**src/rtl/result_drain_ctrl.sv**
```systemverilog
// result_drain_ctrl
//   Drains the N x N result RAM banks to the host over UART once the array
//   signals completion. Walks address 0..num_words-1 and, at each address, the
//   banks in row-major order. Each 32-bit word is sent as 4 bytes, MSB first.
//   The C-RAM read port and the UART TX handshake belong to this block while
//   busy is high.
//
//   Optional feature macro: DRAIN_CSUM_EN
//     When defined, one checksum byte is appended after the last data byte.
//     The checksum is the XOR of every data byte, cleared on each accepted
//     start. A zero-word drain sends a single 0x00 checksum byte.
//
// Ports
//   clk            in   system clock
//   rst            in   synchronous, active-high reset
//   start          in   1-cycle pulse; accepted only when idle
//   num_words      in   words per bank, sampled on accepted start (clamped)
//   ram_c_q        in   bank b read data at [b*32 +: 32]
//   uart_tx_done   in   1-cycle pulse: current byte has left the transmitter
//   ram_c_addr     out  read address shared by all banks (held between reads)
//   ram_c_rden     out  one-hot read enable, bank b at bit b
//   uart_send_data out  1-cycle pulse: transmit uart_tx_data
//   uart_tx_data   out  byte to transmit, stable until uart_tx_done
//   busy           out  high from accepted start until done
//   done           out  1-cycle pulse after the final byte completes
module result_drain_ctrl #(
  parameter int N      = 2,
  parameter int ADDR_W = 11,
  parameter int RD_LAT = 1
) (
  input  logic                clk,
  input  logic                rst,
  input  logic                start,
  input  logic [ADDR_W:0]     num_words,
  input  logic [N*N*32-1:0]   ram_c_q,
  input  logic                uart_tx_done,
  output logic [ADDR_W-1:0]   ram_c_addr,
  output logic [N*N-1:0]      ram_c_rden,
  output logic                uart_send_data,
  output logic [7:0]          uart_tx_data,
  output logic                busy,
  output logic                done
);

  localparam int                NB        = N * N;
  localparam int                BANK_W    = (NB > 1) ? $clog2(NB) : 1;
  localparam logic [BANK_W-1:0] LAST_BANK = BANK_W'(NB - 1);
  localparam logic [ADDR_W:0]   MAX_WORDS = {1'b1, {ADDR_W{1'b0}}};
  localparam logic [1:0]        WAIT_LAST = 2'(RD_LAT - 1);

  typedef enum logic [2:0] {
    S_IDLE,
    S_RD_REQ,
    S_RD_WAIT,
    S_LOAD,
    S_SEND,
    S_WAIT_TX,
    S_NEXT,
    S_FIN
  } state_t;

  state_t              r_state;
  logic [ADDR_W:0]     r_nw;
  logic [ADDR_W-1:0]   r_addr;
  logic [ADDR_W-1:0]   r_ram_addr;
  logic [BANK_W-1:0]   r_bank;
  logic [1:0]          r_byte_idx;
  logic [1:0]          r_wait;
  logic [31:0]         r_shreg;
  logic [NB-1:0]       r_rden;
  logic                r_send;
  logic [7:0]          r_tx_data;
  logic                r_busy;
  logic                r_done;
`ifdef DRAIN_CSUM_EN
  logic [7:0]          r_csum;
  logic                r_csum_phase;
`endif

  logic [31:0]         w_q [NB];
  logic [ADDR_W:0]     w_nw_clamped;
  logic                w_last_word;

  always_comb begin
    for (int unsigned b = 0; b < NB; b++) begin
      w_q[b] = ram_c_q[b*32 +: 32];
    end
  end

  // Clamping keeps the address counter from ever wrapping within one drain.
  assign w_nw_clamped = (num_words > MAX_WORDS) ? MAX_WORDS : num_words;
  assign w_last_word  = ({1'b0, r_addr} == (r_nw - (ADDR_W+1)'(1))) &&
                        (r_bank == LAST_BANK);

  always_ff @(posedge clk) begin
    if (rst) begin
      r_state    <= S_IDLE;
      r_nw       <= '0;
      r_addr     <= '0;
      r_ram_addr <= '0;
      r_bank     <= '0;
      r_byte_idx <= '0;
      r_wait     <= '0;
      r_shreg    <= '0;
      r_rden     <= '0;
      r_send     <= 1'b0;
      r_tx_data  <= '0;
      r_busy     <= 1'b0;
      r_done     <= 1'b0;
`ifdef DRAIN_CSUM_EN
      r_csum       <= '0;
      r_csum_phase <= 1'b0;
`endif
    end else begin
      r_done <= 1'b0;
      r_send <= 1'b0;
      r_rden <= '0;
      case (r_state)
        S_IDLE: begin
          if (start) begin
            r_nw   <= w_nw_clamped;
            r_addr <= '0;
            r_bank <= '0;
            r_busy <= 1'b1;
`ifdef DRAIN_CSUM_EN
            r_csum       <= '0;
            r_csum_phase <= 1'b0;
`endif
            if (num_words == '0) begin
`ifdef DRAIN_CSUM_EN
              // Empty drain still emits the (zero) checksum byte.
              r_shreg      <= '0;
              r_csum_phase <= 1'b1;
              r_state      <= S_SEND;
`else
              r_state <= S_FIN;
`endif
            end else begin
              r_state <= S_RD_REQ;
            end
          end
        end
        S_RD_REQ: begin
          r_ram_addr <= r_addr;
          r_rden     <= NB'(1) << r_bank;
          r_wait     <= '0;
          r_state    <= S_RD_WAIT;
        end
        S_RD_WAIT: begin
          if (r_wait == WAIT_LAST) begin
            r_state <= S_LOAD;
          end else begin
            r_wait <= r_wait + 2'd1;
          end
        end
        S_LOAD: begin
          r_shreg    <= w_q[r_bank];
          r_byte_idx <= '0;
          r_state    <= S_SEND;
        end
        S_SEND: begin
          r_send    <= 1'b1;
          r_tx_data <= r_shreg[31:24];
`ifdef DRAIN_CSUM_EN
          if (!r_csum_phase) begin
            r_csum <= r_csum ^ r_shreg[31:24];
          end
`endif
          r_state <= S_WAIT_TX;
        end
        S_WAIT_TX: begin
          if (uart_tx_done) begin
            r_shreg    <= r_shreg << 8;
            r_byte_idx <= r_byte_idx + 2'd1;
`ifdef DRAIN_CSUM_EN
            if (r_csum_phase) begin
              r_state <= S_FIN;
            end else
`endif
            if (r_byte_idx == 2'd3) begin
              r_state <= S_NEXT;
            end else begin
              r_state <= S_SEND;
            end
          end
        end
        S_NEXT: begin
          if (w_last_word) begin
`ifdef DRAIN_CSUM_EN
            r_shreg      <= {r_csum, 24'h0};
            r_csum_phase <= 1'b1;
            r_state      <= S_SEND;
`else
            r_state <= S_FIN;
`endif
          end else begin
            if (r_bank == LAST_BANK) begin
              r_bank <= '0;
              r_addr <= r_addr + ADDR_W'(1);
            end else begin
              r_bank <= r_bank + BANK_W'(1);
            end
            r_state <= S_RD_REQ;
          end
        end
        S_FIN: begin
          r_done  <= 1'b1;
          r_busy  <= 1'b0;
          r_state <= S_IDLE;
        end
        default: r_state <= S_IDLE;
      endcase
    end
  end

  assign ram_c_addr     = r_ram_addr;
  assign ram_c_rden     = r_rden;
  assign uart_send_data = r_send;
  assign uart_tx_data   = r_tx_data;
  assign busy           = r_busy;
  assign done           = r_done;

endmodule

```
**config.mk**
```make
export PLATFORM = sky130hd
export DESIGN_NAME = result_drain_ctrl
export DESIGN_NICKNAME = d
export VERILOG_FILES = /design/src/rtl/result_drain_ctrl.sv
export SDC_FILE = /design/constraint.sdc
export NUM_CORES = 1
export LEC_CHECK = 0
export BUFFER_PORTS_ARGS = -buffer_cell sky130_fd_sc_hd__buf_2
export CORE_ASPECT_RATIO = 0.7
export CORE_MARGIN = 4
export CORE_UTILIZATION = 51
export CTS_CLUSTER_SIZE = 28
export DETAILED_ROUTE_END_ITERATION = 12
export PLACE_DENSITY = 0.81
export SKIP_LAST_GASP = 1
export SYNTH_ARGS = -nofsm -noshare
export SYNTH_HDL_FRONTEND = slang
export SYNTH_SLANG_ARGS = --single-unit
```
**constraint.sdc**
```tcl
create_clock -name clk -period 3.1 [get_ports clk]
set_clock_uncertainty 0.15 [all_clocks]
set_input_delay 0.62 -clock clk [delete_from_list [all_inputs] [get_ports clk]]
set_output_delay 0.62 -clock clk [all_outputs]
set_load 0.05 [all_outputs]
```
==> metrics.log <==
INFO  metric clock_sink_count = 90
INFO  metric detailedPlacementHpwl = 11000 µm
INFO  metric worst_ep_arrival_time = 3010 ps
INFO  metric synth_area = roughly 5000 µm²
INFO  metric drive_above_1_share = between 30% and 40%
INFO  metric grt_util_met2 = between 40% and 50%
INFO  metric max_slew_margin = around 28%
INFO  metric floorplan.die_area = between 10000 and 15000 µm²
INFO  metric origin_of_the_critical_flop_to_flop_path = r_nw[0]
INFO  metric grt_antenna_before_repair = 0
INFO  metric gr-usage-met1 = approximately 31%
INFO  metric start_util = around 53%
INFO  metric final_net_count = approximately 860
INFO  metric grt_first_pass_wirelength = 23300 µm
INFO  metric worst_ep_required_time = ~3200 ps
INFO  metric post_synth_inst_count = around 550
INFO  metric coreArea = just over 9000 µm²
INFO  metric report.final.hold_viol_count = 0
INFO  metric clock.fmax = ~340 MHz
INFO  metric timing_worst_slew_pin_value = ~1100 ps
INFO  metric period_share = ~95%
INFO  metric layoutNonFillerInstCount = roughly 840
INFO  metric synth-edff-count = 0
INFO  metric grt_start_max_net_pins = 50
INFO  metric comb_power_share = 27.7%
INFO  metric filler_cell_count = 761
INFO  metric reg2reg_depth = 9
INFO  metric detailedPlace.worstSlack = around 130 ps
INFO  metric die_y = 89.9 µm
INFO  metric count_of_final_setup_violators = 0
INFO  metric total_via_count_after_detailed_routing = between 4000 and 5000
INFO  metric crit_fanout = 5
INFO  metric ant_nets = 0
INFO  metric ratio_of_total_power_to_cell_area = ~540 nW/µm²
INFO  metric timing.critical_path.from = r_nw[0]
INFO  metric power_report.internal_total = roughly 2.2 mW
INFO  metric switching_power = between 1 and 1.5 mW
INFO  metric r2r_slack = ~150 ps
INFO  metric synth.yosys.seq_area_share = between 30% and 40%
INFO  metric netSwitchingFraction = between 30% and 40%
INFO  metric routabilityCongestion = 0.948
INFO  metric clk_root_buffer_cell = sky130_fd_sc_hd__clkbuf_16
INFO  metric syn2layout_area_growth = 25.7%
INFO  metric placed_cell_area = 5840 µm²
INFO  metric tritoncts = built
INFO  metric fin_area = between 6000 and 7000 µm²
INFO  metric post_synthesis_register_bit_count = 90
INFO  metric power_frac_clock = a little under a third
INFO  metric post-route-drc-count = 0
INFO  metric rsz0062_at_grt = no
INFO  metric period_minus_slack = roughly 3000 ps
INFO  metric worst_skew_pair.late_latency = around 340 ps
INFO  metric cts-root-to-sink-buffers = 2
INFO  metric cp_slowest_stage_delay = 570 ps
INFO  metric hold_ws = roughly 300 ps
INFO  metric grt_most_used_layer = met2
INFO  metric capture_point_of_the_critical_path = r_addr[6]
INFO  metric layout.core_utilization = approximately two thirds
INFO  metric synth-warning-count = 0
INFO  metric route.detailed.vias_per_inst = between 5 and 6
INFO  metric crit_type = reg2reg
INFO  metric num_rows = 29
INFO  metric postSynth.asyncResetShare = 0%
INFO  metric number_of_nets_produced_by_synthesis = approximately 700
INFO  metric p_total = 3.30 mW
INFO  metric static-leakage-power = roughly 2.4 nW
INFO  metric route.final.wire_length = between 10000 and 15000 µm
INFO  metric worst_slack = between 100 and 150 ps
INFO  metric grt_overflow_total = 0
INFO  metric maxCapViolations = 0
INFO  metric critical_path.reg2reg.endpoint = r_addr[6]
INFO  metric crit_path_start_kind = register
INFO  metric place.detailed.instances = roughly 820
INFO  metric synth_area_per_cell = 8.85 µm²
INFO  metric power.ir.vdd_worst = 0.000337 V
INFO  metric worst_hold_startpoint = ram_c_addr[3]
INFO  metric diode_count = 0
INFO  metric met3_usage = 7.29%
INFO  metric die_width = roughly 130 µm
INFO  metric pwr-share-seq = between 40% and 50%
INFO  metric synth_cell_type_count = 53
INFO  metric detailedRoute.firstPassIterationCount = 5
INFO  metric outcome = complete, no violations
INFO  metric grt_usage = roughly 25%
INFO  metric cts_buffers = 9
INFO  metric hp-class = reg2reg
INFO  metric numPortBuffers = approximately 170
INFO  metric cts-resized-gates = 0
INFO  metric post-cts-setup-buffer-count = 0
INFO  metric cts_hold_buf = 0
INFO  metric timing.setup.tns = 0 ps
INFO  metric avgRoutedWirePerCell = about 17 µm
INFO  metric dominantRegCellSynth = sky130_fd_sc_hd__dfxtp_1
INFO  metric crit_path_top_delay_cell = sky130_fd_sc_hd__or4_4
INFO  metric critical_path.endpoint_type = register
INFO  metric cts-htree-levels = 3
INFO  metric detail_route.iter0.violations = around 360
INFO  metric worstPathCellList = inv_1 > ha_2 > or3b_4 > nor3_2 > xnor2_1 > or4_4 > or4_4 > o2111ai_1 > a21oi_1
INFO  metric clk_pin_slew_worst_paths = approximately 70 ps
INFO  metric boundaryPins = 170
INFO  metric grt_pass1_vias = 4962
INFO  metric timing.critical_path.mode_cell = sky130_fd_sc_hd__or4_4
INFO  metric drv_slew = 0
## flip-flops by register name, indices dropped and copies added (netlist names)
register	count
ram_c_addr	11
uart_tx_data	8
r_addr	11
r_byte_idx	2
r_state	3
done	1
r_nw	12
ram_c_rden	4
r_wait	2
busy	1
r_bank	2
r_shreg	32
uart_send_data	1
## power groups by stage
stage          clock network (mW)  registers (mW)  logic, mW
4_1_cts                      1.04            1.35      0.897
6_report                     1.02            1.36      0.913
5_1_grt                      1.09            1.37       1.01
2_1_floorplan                   0            1.37      0.625
3_5_place_dp                    0            1.38      0.893
3_3_place_gp                    0            1.37      0.854
## cell families (layout without fill, tap and decap cells)
| logic type | count (synthesis) | count (layout) | share of synthesized area, % |
|---|---|---|---|
| compound gates | 118 | 118 | 16.3 |
| xor+xnor | 14 | 14 | 2.51 |
| fa+ha+maj | 5 | 5 | 1.28 |
| buf+inv | 54 | 212 | 4.48 |
| flops | 90 | 90 | 36.8 |
| mux | 38 | 38 | 16.0 |
| simple gates | 234 | 234 | 22.6 |
## synthesized netlist by cell type (2+ instances only)
library cell | count | area [µm²]
sky130_fd_sc_hd__nand2b_1 | 5 | 31.3
sky130_fd_sc_hd__a211oi_1 | 2 | 15.0
sky130_fd_sc_hd__a22o_1 | 7 | 61.3
sky130_fd_sc_hd__or3_1 | 5 | 31.3
sky130_fd_sc_hd__buf_6 | 2 | 22.5
sky130_fd_sc_hd__inv_1 | 13 | 48.8
sky130_fd_sc_hd__or2_2 | 2 | 12.5
sky130_fd_sc_hd__o21ai_0 | 7 | 35.0
sky130_fd_sc_hd__o22ai_1 | 3 | 18.8
sky130_fd_sc_hd__nand2_1 | 108 | 405
sky130_fd_sc_hd__o31ai_1 | 3 | 22.5
sky130_fd_sc_hd__a311oi_1 | 25 | 219
sky130_fd_sc_hd__nor4b_1 | 5 | 43.8
sky130_fd_sc_hd__nand4_1 | 5 | 31.3
sky130_fd_sc_hd__nor3b_1 | 5 | 37.5
sky130_fd_sc_hd__nand3_1 | 10 | 50.1
sky130_fd_sc_hd__clkbuf_1 | 33 | 124
sky130_fd_sc_hd__buf_1 | 5 | 18.8
sky130_fd_sc_hd__nor4_1 | 6 | 37.5
sky130_fd_sc_hd__a21boi_0 | 2 | 15.0
sky130_fd_sc_hd__or4_1 | 7 | 52.6
sky130_fd_sc_hd__nor3_1 | 10 | 50.1
sky130_fd_sc_hd__nand3b_1 | 2 | 15.0
sky130_fd_sc_hd__dfxtp_1 | 90 | 1800
sky130_fd_sc_hd__and3_1 | 2 | 12.5
sky130_fd_sc_hd__ha_1 | 5 | 62.6
sky130_fd_sc_hd__o211ai_1 | 3 | 22.5
sky130_fd_sc_hd__a21oi_1 | 43 | 215
sky130_fd_sc_hd__nor2_1 | 53 | 199
sky130_fd_sc_hd__xnor2_1 | 11 | 96.3
sky130_fd_sc_hd__a22oi_1 | 10 | 75.1
sky130_fd_sc_hd__mux2i_1 | 6 | 60.1
sky130_fd_sc_hd__mux4_2 | 32 | 721
sky130_fd_sc_hd__o41ai_1 | 3 | 26.3
sky130_fd_sc_hd__o21ai_1 | 3 | 15.0
sky130_fd_sc_hd__xor2_1 | 3 | 26.3
## routing by layer
layer / up-vias / routed length [µm] / part of all wire [%]
li1: 2343 / - / -
met1: 2346 / 5810 / 40
met2: 240 / 7020 / 49
met3: 29 / 1300 / 9.0
met4: 0 / 244 / 1.7
met5: - / 0 / 0
## layout by cell type (no fill, tap or decap), types with 7 or more instances in the layout
| cell type | instances |
|---|---|
| sky130_fd_sc_hd__a21oi_1 | 43 |
| sky130_fd_sc_hd__a22o_1 | 7 |
| sky130_fd_sc_hd__nand2_1 | 108 |
| sky130_fd_sc_hd__a311oi_1 | 25 |
| sky130_fd_sc_hd__nand3_1 | 10 |
| sky130_fd_sc_hd__xnor2_1 | 11 |
| sky130_fd_sc_hd__a22oi_1 | 10 |
| sky130_fd_sc_hd__nor3_1 | 9 |
| sky130_fd_sc_hd__mux4_2 | 32 |
| sky130_fd_sc_hd__buf_4 | 14 |
| sky130_fd_sc_hd__clkbuf_16 | 9 |
| sky130_fd_sc_hd__buf_2 | 169 |
| sky130_fd_sc_hd__dfxtp_1 | 87 |
| sky130_fd_sc_hd__inv_1 | 13 |
| sky130_fd_sc_hd__nor2_1 | 52 |
## worst min path at each step
stage | endpoint | depth (start not counted) | slack [ps]
detailed placement | ram_c_addr[3] | 2 | 300
CTS | ram_c_addr[3] | 2 | 310
floorplan | uart_tx_data[0] | 2 | 280
global route | uart_tx_data[2] | 2 | 320
global placement | uart_tx_data[7] | 2 | 290
finish | ram_c_addr[3] | 2 | 300
## layout make-up
type | instances | area (µm²) | area share, %
Clock buffer | 11 | 243 | 3.95
Clock inverter | 5 | 38.8 | 0.631
Inverter | 13 | 48.8 | 0.794
Multi-Input combinational cell | 409 | 2910 | 47.3
Sequential cell | 90 | 1810 | 29.4
Tap cell | 124 | 155 | 2.52
Timing Repair Buffer | 183 | 951 | 15.5
## worst max-delay path: cells and delay by family, from the launching register on
kind,cells,cell delay [ps]
compound gates,2,290
simple gates,4,1650
xor+xnor,1,80
flops,1,360
fa+ha+maj,1,210
buf+inv,1,80
Power figures use the tool's default switching activity.
